==> src/rtl/hash_feeder_pkg.sv <==
// Shared widths and FSM state encoding for the hash message feeder.
package hash_feeder_pkg;

    localparam int unsigned LEN_W    = 64;
    localparam int unsigned BYTE_W   = 8;
    localparam int unsigned DIGEST_W = 32;

    typedef enum logic [1:0] {
        StIdle,
        StStream,
        StWaitHash,
        StOut
    } state_e;

endpackage

==> src/rtl/hash_byte_fifo.sv <==
// Synchronous FIFO with flush; Depth must be a power of two, at least 2.
module hash_byte_fifo #(
    parameter int unsigned Depth = 4,
    parameter int unsigned Width = 8
) (
    input  logic             clk_i,
    input  logic             rst_i,
    input  logic             flush_i,
    input  logic             push_i,
    input  logic [Width-1:0] data_i,
    input  logic             pop_i,
    output logic [Width-1:0] data_o,
    output logic             full_o,
    output logic             empty_o
);

    localparam int unsigned PtrW = $clog2(Depth);
    localparam logic [PtrW:0] PtrOne = {{PtrW{1'b0}}, 1'b1};

    logic [Width-1:0] mem_q [Depth];
    // Pointers carry one extra wrap bit to tell full from empty.
    logic [PtrW:0]    wr_ptr_q, rd_ptr_q;

    assign empty_o = (wr_ptr_q == rd_ptr_q);
    assign full_o  = (wr_ptr_q[PtrW] != rd_ptr_q[PtrW]) &&
                     (wr_ptr_q[PtrW-1:0] == rd_ptr_q[PtrW-1:0]);
    assign data_o  = mem_q[rd_ptr_q[PtrW-1:0]];

    always_ff @(posedge clk_i) begin
        if (push_i && !full_o && !flush_i) begin
            mem_q[wr_ptr_q[PtrW-1:0]] <= data_i;
        end
    end

    always_ff @(posedge clk_i or posedge rst_i) begin
        if (rst_i) begin
            wr_ptr_q <= '0;
            rd_ptr_q <= '0;
        end else if (flush_i) begin
            wr_ptr_q <= '0;
            rd_ptr_q <= '0;
        end else begin
            if (push_i && !full_o) begin
                wr_ptr_q <= wr_ptr_q + PtrOne;
            end
            if (pop_i && !empty_o) begin
                rd_ptr_q <= rd_ptr_q + PtrOne;
            end
        end
    end

endmodule

==> src/rtl/hash_msg_feeder.sv <==
// Feeds host bytes to a byte-serial hash core and returns its digest.
// Define HASH_FEEDER_DIGEST_CHECK_EN to add exp_digest_i / digest_match_o.
module hash_msg_feeder
    import hash_feeder_pkg::*;
#(
    parameter int unsigned FIFO_DEPTH = 4,
    parameter int unsigned TIMEOUT    = 64
) (
    input  logic                clk_i,
    input  logic                rst_i,
    input  logic                start_i,
    input  logic [LEN_W-1:0]    msg_len_i,
    input  logic                in_valid_i,
    input  logic [BYTE_W-1:0]   in_data_i,
    output logic                in_ready_o,
    output logic                m_valid_o,
    output logic [BYTE_W-1:0]   message_o,
    output logic [LEN_W-1:0]    counter_o,
    input  logic                hash_ready_i,
    input  logic [DIGEST_W-1:0] digest_i,
    output logic                out_valid_o,
    output logic [DIGEST_W-1:0] out_digest_o,
    input  logic                out_ready_i,
`ifdef HASH_FEEDER_DIGEST_CHECK_EN
    input  logic [DIGEST_W-1:0] exp_digest_i,
    output logic                digest_match_o,
`endif
    output logic                busy_o,
    output logic                timeout_err_o
);

    localparam int unsigned WaitW = $clog2(TIMEOUT + 1);

    state_e              state_q, state_d;
    logic [LEN_W-1:0]    len_q, len_d;
    logic [LEN_W-1:0]    bytes_in_q, bytes_in_d;
    logic [LEN_W-1:0]    bytes_sent_q, bytes_sent_d;
    logic [WaitW-1:0]    wait_cnt_q, wait_cnt_d;
    logic                m_valid_q, m_valid_d;
    logic [BYTE_W-1:0]   message_q, message_d;
    logic                out_valid_q, out_valid_d;
    logic [DIGEST_W-1:0] out_digest_q, out_digest_d;
    logic                timeout_err_q, timeout_err_d;

    logic                fifo_flush, fifo_push, fifo_pop, fifo_full, fifo_empty;
    logic [BYTE_W-1:0]   fifo_data;

`ifdef HASH_FEEDER_DIGEST_CHECK_EN
    logic [DIGEST_W-1:0] exp_digest_q, exp_digest_d;
    logic                match_q, match_d;
    assign digest_match_o = match_q;
`endif

    hash_byte_fifo #(
        .Depth (FIFO_DEPTH),
        .Width (BYTE_W)
    ) u_fifo (
        .clk_i   (clk_i),
        .rst_i   (rst_i),
        .flush_i (fifo_flush),
        .push_i  (fifo_push),
        .data_i  (in_data_i),
        .pop_i   (fifo_pop),
        .data_o  (fifo_data),
        .full_o  (fifo_full),
        .empty_o (fifo_empty)
    );

    assign in_ready_o    = (state_q == StStream) && !fifo_full && (bytes_in_q < len_q);
    assign m_valid_o     = m_valid_q;
    assign message_o     = message_q;
    assign counter_o     = (state_q == StStream || state_q == StWaitHash) ? len_q : '0;
    assign out_valid_o   = out_valid_q;
    assign out_digest_o  = out_digest_q;
    assign busy_o        = (state_q != StIdle);
    assign timeout_err_o = timeout_err_q;

    always_comb begin
        state_d       = state_q;
        len_d         = len_q;
        bytes_in_d    = bytes_in_q;
        bytes_sent_d  = bytes_sent_q;
        wait_cnt_d    = wait_cnt_q;
        m_valid_d     = 1'b0;
        message_d     = message_q;
        out_valid_d   = out_valid_q;
        out_digest_d  = out_digest_q;
        timeout_err_d = timeout_err_q;
        fifo_flush    = 1'b0;
        fifo_push     = 1'b0;
        fifo_pop      = 1'b0;
`ifdef HASH_FEEDER_DIGEST_CHECK_EN
        exp_digest_d  = exp_digest_q;
        match_d       = match_q;
`endif
        unique case (state_q)
            StIdle: begin
                if (start_i) begin
                    timeout_err_d = 1'b0;
                    fifo_flush    = 1'b1;
                    if (msg_len_i != '0) begin
                        len_d        = msg_len_i;
                        bytes_in_d   = '0;
                        bytes_sent_d = '0;
                        wait_cnt_d   = '0;
                        state_d      = StStream;
`ifdef HASH_FEEDER_DIGEST_CHECK_EN
                        exp_digest_d = exp_digest_i;
`endif
                    end
                end
            end
            StStream: begin
                fifo_push = in_valid_i && in_ready_o;
                if (fifo_push) begin
                    bytes_in_d = bytes_in_q + 64'd1;
                end
                if (!fifo_empty && (bytes_sent_q < len_q)) begin
                    fifo_pop     = 1'b1;
                    m_valid_d    = 1'b1;
                    message_d    = fifo_data;
                    bytes_sent_d = bytes_sent_q + 64'd1;
                    // Leave as the final strobe goes out, not one cycle later.
                    if (bytes_sent_d == len_q) begin
                        state_d = StWaitHash;
                    end
                end
            end
            StWaitHash: begin
                if (hash_ready_i) begin
                    out_digest_d = digest_i;
                    out_valid_d  = 1'b1;
                    state_d      = StOut;
`ifdef HASH_FEEDER_DIGEST_CHECK_EN
                    match_d      = (digest_i == exp_digest_q);
`endif
                end else begin
                    wait_cnt_d = wait_cnt_q + WaitW'(1);
                    if (wait_cnt_d == WaitW'(TIMEOUT)) begin
                        timeout_err_d = 1'b1;
                        fifo_flush    = 1'b1;
                        state_d       = StIdle;
                    end
                end
            end
            StOut: begin
                if (out_ready_i) begin
                    out_valid_d = 1'b0;
                    state_d     = StIdle;
`ifdef HASH_FEEDER_DIGEST_CHECK_EN
                    match_d     = 1'b0;
`endif
                end
            end
            default: state_d = StIdle;
        endcase
    end

    always_ff @(posedge clk_i or posedge rst_i) begin
        if (rst_i) begin
            state_q       <= StIdle;
            len_q         <= '0;
            bytes_in_q    <= '0;
            bytes_sent_q  <= '0;
            wait_cnt_q    <= '0;
            m_valid_q     <= 1'b0;
            message_q     <= '0;
            out_valid_q   <= 1'b0;
            out_digest_q  <= '0;
            timeout_err_q <= 1'b0;
`ifdef HASH_FEEDER_DIGEST_CHECK_EN
            exp_digest_q  <= '0;
            match_q       <= 1'b0;
`endif
        end else begin
            state_q       <= state_d;
            len_q         <= len_d;
            bytes_in_q    <= bytes_in_d;
            bytes_sent_q  <= bytes_sent_d;
            wait_cnt_q    <= wait_cnt_d;
            m_valid_q     <= m_valid_d;
            message_q     <= message_d;
            out_valid_q   <= out_valid_d;
            out_digest_q  <= out_digest_d;
            timeout_err_q <= timeout_err_d;
`ifdef HASH_FEEDER_DIGEST_CHECK_EN
            exp_digest_q  <= exp_digest_d;
            match_q       <= match_d;
`endif
        end
    end

endmodule

==> config.mk <==
export PLATFORM = sky130hd
export DESIGN_NAME = hash_msg_feeder
export DESIGN_NICKNAME = d
export VERILOG_FILES = /design/src/rtl/hash_feeder_pkg.sv /design/src/rtl/hash_byte_fifo.sv /design/src/rtl/hash_msg_feeder.sv
export SDC_FILE = /design/constraint.sdc
export NUM_CORES = 1
export LEC_CHECK = 0
export ABC_AREA = 0
export BUFFER_PORTS_ARGS = -buffer_cell sky130_fd_sc_hd__buf_2
export CAP_MARGIN = 20
export CORE_MARGIN = 2
export CORE_UTILIZATION = 35
export CTS_BUF_LIST = sky130_fd_sc_hd__clkbuf_4 sky130_fd_sc_hd__clkbuf_8
export DETAILED_ROUTE_END_ITERATION = 16
export PLACE_DENSITY_LB_ADDON = 0.3
export SLEW_MARGIN = 20
export SYNTH_ARGS = -nofsm -noshare
export SYNTH_HDL_FRONTEND = slang
export SYNTH_SLANG_ARGS = --single-unit
==> constraint.sdc <==
create_clock -name clk_i -period 19.9 [get_ports clk_i]
set_input_delay 0 -clock clk_i [delete_from_list [all_inputs] [get_ports clk_i]]
set_output_delay 0 -clock clk_i [all_outputs]
set_load 0.02 [all_outputs]
* Yosys cells after proc, flatten, opt, wreduce, memory -nomap -nowiden
Memories as Yosys holds them, arrays and structs flattened. A register that Yosys moved wholly into a read port is not among the register bits.
Cells that the tools add are included.
** Storage, ports and cells
- Flip-flop bits (word level) :: 242
- Memory bits (writable) :: 32
- Bits of input ports :: 110
- Output and inout bits :: 109
- Word-level logic and storage cells :: 105
- Memories :: 1
** Memories
- u_fifo.mem_q :: words 4, width 8, read ports 1, clocked after Yosys merged registers in 1, write ports 1, RTL line hash_byte_fifo.sv:20 : logic [Width-1:0] mem_q [Depth];
** Operators by class
- $add $sub $neg :: 5
- Magnitude comparators :: 2
- Eq/ne operators :: 18
- Mux-type cells :: 39
- Reduce and logical (&&, ||, !) cells :: 29
** Operator list (count)
- $mux 64 :: 5
- $pmux 64 s2 :: 2
- $add 64x1->64 const B :: 2
- $lt 64x64->1 :: 2
- $eq 64x64->1 :: 1
- $reduce_bool 64->1 :: 1
- $mux 7 :: 3
- $reduce_and 4->1 :: 4
- $mux 2 :: 7
- $pmux 7 s2 :: 1
- $mux 1 :: 13
- $mux 3 :: 4
- $reduce_bool 2->1 :: 6
- $ne 2x2->1 const B :: 5
- $logic_and 1x1->1 :: 8
- $ne 2x1->1 const B :: 4
- $pmux 2 s4 :: 1
- $add 7x1->7 const B :: 1
- $eq 7x7->1 const B :: 1
- $add 3x1->3 const B :: 2
- $pmux 1 s2 :: 3
- $reduce_and 3->1 :: 2
- $reduce_and 6->1 :: 1
- $eq 2x2->1 const B :: 2
- 9 further kinds :: 12

* Logic depth before layout (Yosys ltp)
- Word-level depth :: 11
- Gate-level depth with buffers :: 14

* Hierarchy
A second synthesis with hierarchy kept.
** Second synthesis, totals
- Cells, all modules :: 2064
- Area, all modules :: 18854.3 um^2
** Modules (own cells, without submodules)
- hash_msg_feeder :: times used 1, cells an instance 1958, area each 17154.0 um^2, sequential area each 6105.9 um^2
- hash_byte_fifo :: times used 1, cells an instance 106, area each 1700.4 um^2, sequential area each 1111.1 um^2

* Least setup slack after synthesis
Ideal clock, no wire load.
- Path kind :: register to register
- From :: reg len_q[21]
- To :: mem u_fifo.mem_q[3][0], enable pin
- Setup time :: 0.370 ns
- Arrival :: 2.918 ns
- Data required time :: 19.530 ns
- Slack :: 16.612 ns
- Stages on the path, launching flop included :: 13
- Path buffers :: 0
- Period minus slack after synthesis :: 3.288 ns
- Cell sequence :: dfrtp_1 -> inv_1 -> ha_1 -> a21o_1 -> a21o_1 -> a21oi_1 -> o21ai_0 -> a21o_1 -> a211oi_1 -> o21ai_0 -> nor4b_2 -> nand2_1 -> nor2_1
** On the way
- Longest elaborated chain between the ends :: 8
** Ends and longest elaborated chain
- start: declaration :: RTL line hash_msg_feeder.sv:35 : logic [LEN_W-1:0] len_q, len_d;
- start signal: assignment :: RTL line hash_msg_feeder.sv:177 : len_q <= len_d;
- $lt 64x64->1 :: RTL line hash_msg_feeder.sv:69 : assign in_ready_o = (state_q == StStream) && !fifo_full && (bytes_in_q < len_q);
- $logic_and 1x1->1 :: RTL line hash_msg_feeder.sv:69
- $logic_and 1x1->1 :: RTL line hash_msg_feeder.sv:114 : fifo_push = in_valid_i && in_ready_o;
- $mux 1 :: RTL line hash_msg_feeder.sv:96 : unique case (state_q)
- $logic_and 1x1->1 (2 in series) :: RTL line hash_byte_fifo.sv:30 : if (push_i && !full_o && !flush_i) begin
- $mux 1 :: RTL line hash_byte_fifo.sv:30
- $mux 1 (not written as such) :: RTL line hash_byte_fifo.sv:31 : mem_q[wr_ptr_q[PtrW-1:0]] <= data_i;
- end: declaration :: RTL line hash_byte_fifo.sv:20
Every way passes these cells.

* Final worst setup path
- From :: reg state_q[1]
- To :: mem u_fifo.mem_q[3][4], enable pin
** On the way
- Longest elaborated chain between the ends :: 9
- Elaborated cells on any way between the ends :: 13
- Those cells by class :: 2 x eq/ne; 4 x mux; 7 x reduce/logical
** Ends and longest elaborated chain
- start: declaration :: RTL line hash_msg_feeder.sv:34 : state_e state_q, state_d;
- start signal: assignment :: RTL line hash_msg_feeder.sv:161 : state_q <= StIdle;
- start signal: assignment :: RTL line hash_msg_feeder.sv:176 : state_q <= state_d;
- $eq 2x1->1 :: RTL line hash_msg_feeder.sv:69, hash_msg_feeder.sv:96
- $logic_and 1x1->1 (2 in series) :: RTL line hash_msg_feeder.sv:69
- $logic_and 1x1->1 :: RTL line hash_msg_feeder.sv:114
- $mux 1 :: RTL line hash_msg_feeder.sv:96
- $logic_and 1x1->1 :: RTL line hash_byte_fifo.sv:30
- $logic_and 1x1->1 * :: RTL line hash_byte_fifo.sv:30
- $mux 1 * :: RTL line hash_byte_fifo.sv:30
- $mux 1 (not written as such) * :: RTL line hash_byte_fifo.sv:31
Mark *: on every way between the ends. The rest lies on a longest branch, timed or not.

==> results.sh <==
export IMPL_status="completed"
export IMPL_skew_ns=0.0573
export IMPL_synth_xor_area_share_pct=4.46
export IMPL_drv_slew=0
export IMPL_syn_area_um2=19000
export IMPL_drive_gt1_share_pct=21.3
export IMPL_post_cts_buffers=0
export IMPL_synth_ff_type="dfrtp_1"
export IMPL_grt_overflow=0
export IMPL_powerDensity_nw_per_um2=130
export IMPL_hold_path_class="primary input to register"
export IMPL_synthCells=1996
export IMPL_critical_path_top_delay_family="simple AND/OR/NAND/NOR gates"
export IMPL_dp_slack_ns=15.11
export IMPL_muxShareOfSynthArea_pct=7.78
export IMPL_die_area_um2=56300
export IMPL_crit_fanout=23
export IMPL_ys_top_cells_by_count="dfrtp_1 (250), o21ai_0 (166), ha_1 (139)"
export IMPL_crit_start="state_q[1]$_DFFE_PP0P_"
export IMPL_yosys_area_top_type_share_pct=32.9
export IMPL_path_cells="inv_1 > ha_1 > buf_4 > inv_2 > a2111oi_0 > o21ai_0 > a211oi_1 > o21ai_0 > nor4b_2 > nand2_1 > nor2_1"
export IMPL_grt_pass1_vias=17500
export IMPL_synth_edf_count=32
export IMPL_yosys_register_bits=282
export IMPL_synth_area_per_cell_um2=9.54
export IMPL_io_buffers=218
export IMPL_setup_viol=0
export IMPL_layout_nets=2558
export IMPL_nFillCells=5198
export IMPL_end_kind="register"
export IMPL_peakVddDrop_mv=0.116
export IMPL_crit_required_ns=20.17
export IMPL_grt_usage_pct=24.5
export IMPL_power_leakage_nw=10.3
export IMPL_ant_nets=0
export IMPL_worst_pin_slew_ns=1.11
export IMPL_rsz0062_at_grt="no"
export IMPL_crit_arrival_ns=5.16
export IMPL_synthAdderAreaFrac_pct=9.14
export IMPL_via_count=17600
export IMPL_crit_path_end="u_fifo.mem_q[3][4]$_DFFE_PP_"
export IMPL_synthSimpleGateAreaFrac_pct=20.6
export IMPL_setup_slack_ns=15.01
export IMPL_grt_max_degree=127
export IMPL_ys_seq_area_share_pct=37.9
export IMPL_cts_sinks=282
export IMPL_period_needed_ns=4.89
export IMPL_die_x_um=237
export IMPL_netlist_top_cells_area="dfrtp_1 (33%), ha_1 (9.1%), mux2_2 (6.2%), edfxtp_1 (5.0%), o21ai_0 (4.4%)"
export IMPL_via_per_inst=5.77
export IMPL_worst_path_max_delay_cell="nor4b_2"
export IMPL_hold_viol_final=0
export IMPL_r2r_end="u_fifo.mem_q[3][4]$_DFFE_PP_"
export IMPL_dp_hpwl_um=50000
export IMPL_antenna_found_initial=2
export IMPL_setup_tns_final_ns=0
export IMPL_path_buf_inv=3
export IMPL_yosysWarnings=0
export IMPL_synth_cell_types=84
export IMPL_insertion_delay_ns=0.69
export IMPL_h_tree_depth=2
export IMPL_cp_depth=11
export IMPL_reg2reg_from="state_q[1]$_DFFE_PP0P_"
export IMPL_synth_top_area_cell="dfrtp_1"
export IMPL_cts_tree="done"
export IMPL_drt_initial_drc_count=1477
export IMPL_wl_um=69400
export IMPL_start_kind="register"
export IMPL_cts_root_buf="clkbuf_8"
export IMPL_critPathKind="register to register"
export IMPL_max_stage_delay_ns=0.94
export IMPL_drc=0
export IMPL_cpMostUsedCell="o21ai_0"
export IMPL_timing_final_crit_share_pct=24.6
export IMPL_cts_buffers_inserted=54
export IMPL_synth_top_family_by_area="simple AND/OR/NAND/NOR gates"
export IMPL_ios=219
export IMPL_grt_pass1_wl_um=106000
export IMPL_synth_nets=2245
export IMPL_synth_most_common_cell="dfrtp_1"
export IMPL_worstRegToRegCells=11
export IMPL_r2r_setup_slack_ns=15.01
export IMPL_place_congestion=0.988
export IMPL_initial_core_util_pct=35.4
export IMPL_rows=85
export IMPL_die_h_um=237
export IMPL_clk_pin_slew_worst_paths_ns=0.06
export IMPL_drtPass1Iterations=6
export IMPL_clockBufferDepth=3
export IMPL_synthArstFlopShare_pct=88.7
export IMPL_fmax_ghz=0.204
export IMPL_drt_wirelength_per_cell_um=22.8
export IMPL_syn_to_final_growth_pct=21.5
export IMPL_synth_compound_area_share_pct=16.2
export IMPL_drv_cap=0
export IMPL_core_um2=53800
export IMPL_slew_headroom_pct=25.1
[layer usage]
layer | vias to the layer above | wire, µm | track usage, %
li1 | 8096 | - | -
met1 | 8677 | 29600 | 32.0
met2 | 689 | 31900 | 39.7
met3 | 149 | 5020 | 4.74
met4 | 2 | 2820 | 10.0
met5 | - | 12 | 0
[how the worst min path moves through the flow]
stage / from / end / cells after the start
2_1_floorplan: in_data_i[0] / u_fifo.mem_q[0][0]$_DFFE_PP_ / 0
3_3_place_gp: in_data_i[4] / u_fifo.mem_q[1][4]$_DFFE_PP_ / 1
3_5_place_dp: in_data_i[0] / u_fifo.mem_q[2][0]$_DFFE_PP_ / 1
4_1_cts: msg_len_i[0] / len_q[0]$_DFFE_PP0P_ / 3
5_1_grt: in_data_i[3] / u_fifo.mem_q[3][3]$_DFFE_PP_ / 2
6_report: in_data_i[0] / u_fifo.mem_q[2][0]$_DFFE_PP_ / 2
[where the power goes]
| group | switching, W | leakage, nW | internal [W] |
|---|---|---|---|
| Clock | 0.000283 | 0.644 | 0.000369 |
| Combinational | 0.000911 | 6.12 | 0.000553 |
| Sequential | 0.000166 | 3.54 | 0.000716 |
[repair_timing]
item,4_1_cts,5_1_grt
endpoints found under the hold margin,269,0
hold buffers,111,0
gates resized for setup,0,0
endpoints found under the setup margin,0,0
[through the flow]
step	hold WS [ns]	std cells	power, W	cell area, µm²	util (%)
after floorplan	0.0989	1996	0.00180	19000	-
after global placement	0.214	2837	0.00228	20800	38.6
after detailed placement	0.222	2838	0.00231	20800	38.6
after CTS	0.0573	3049	0.00300	23100	43.0
after global routing	0.0978	3050	0.00318	23100	43.0
final	0.103	3050	0.00300	23100	43.0
[cell usage in the layout, fill, tap and decap left out, types with 41 or more instances in the layout]
master	n
dfrtp_1	250
buf_2	218
o21ai_0	166
ha_1	138
nor2_1	121
nand2_1	112
dlygate4sd3_1	111
mux2_2	104
and2_1	85
inv_1	83
nand3_1	71
a21oi_1	71
nand4_1	70
clkbuf_8	69
o31ai_1	67
xnor2_1	62
a21o_1	42
and3_1	41
[registers in the layout, indices dropped and copies added (netlist names)]
register	count
u_fifo.rd_ptr_q	3
u_fifo.wr_ptr_q	3
u_fifo.mem_q	32
message_o	8
out_digest_o	32
state_q	2
m_valid_o	1
timeout_err_o	1
bytes_sent_q	64
len_q	64
wait_cnt_q	7
bytes_in_q	64
out_valid_o	1
[layout make-up]
cell class,count,area [µm²],area share [%]
diodes,1,2.50,0.0108
clock buffers,78,1020,4.40
clock inverters,22,194,0.838
inverters,85,327,1.41
multi-input cells,1537,11100,48.2
flip-flops and latches,282,7220,31.2
well taps,696,871,3.77
repair buffers,349,2350,10.2
[cells by family (layout without fill, tap and decap cells)]
kind of cell               after synthesis  after routing
and+or+nand+nor                        697            697
AOI/OAI and AO/OA                      479            479
DFF                                    282            282
buffers and inverters                  177            534
adders and majority gates              139            139
muxes                                  125            125
xor gates and xnor gates                97             97
other                                    0              1
(Power assumes the default switching activity.)
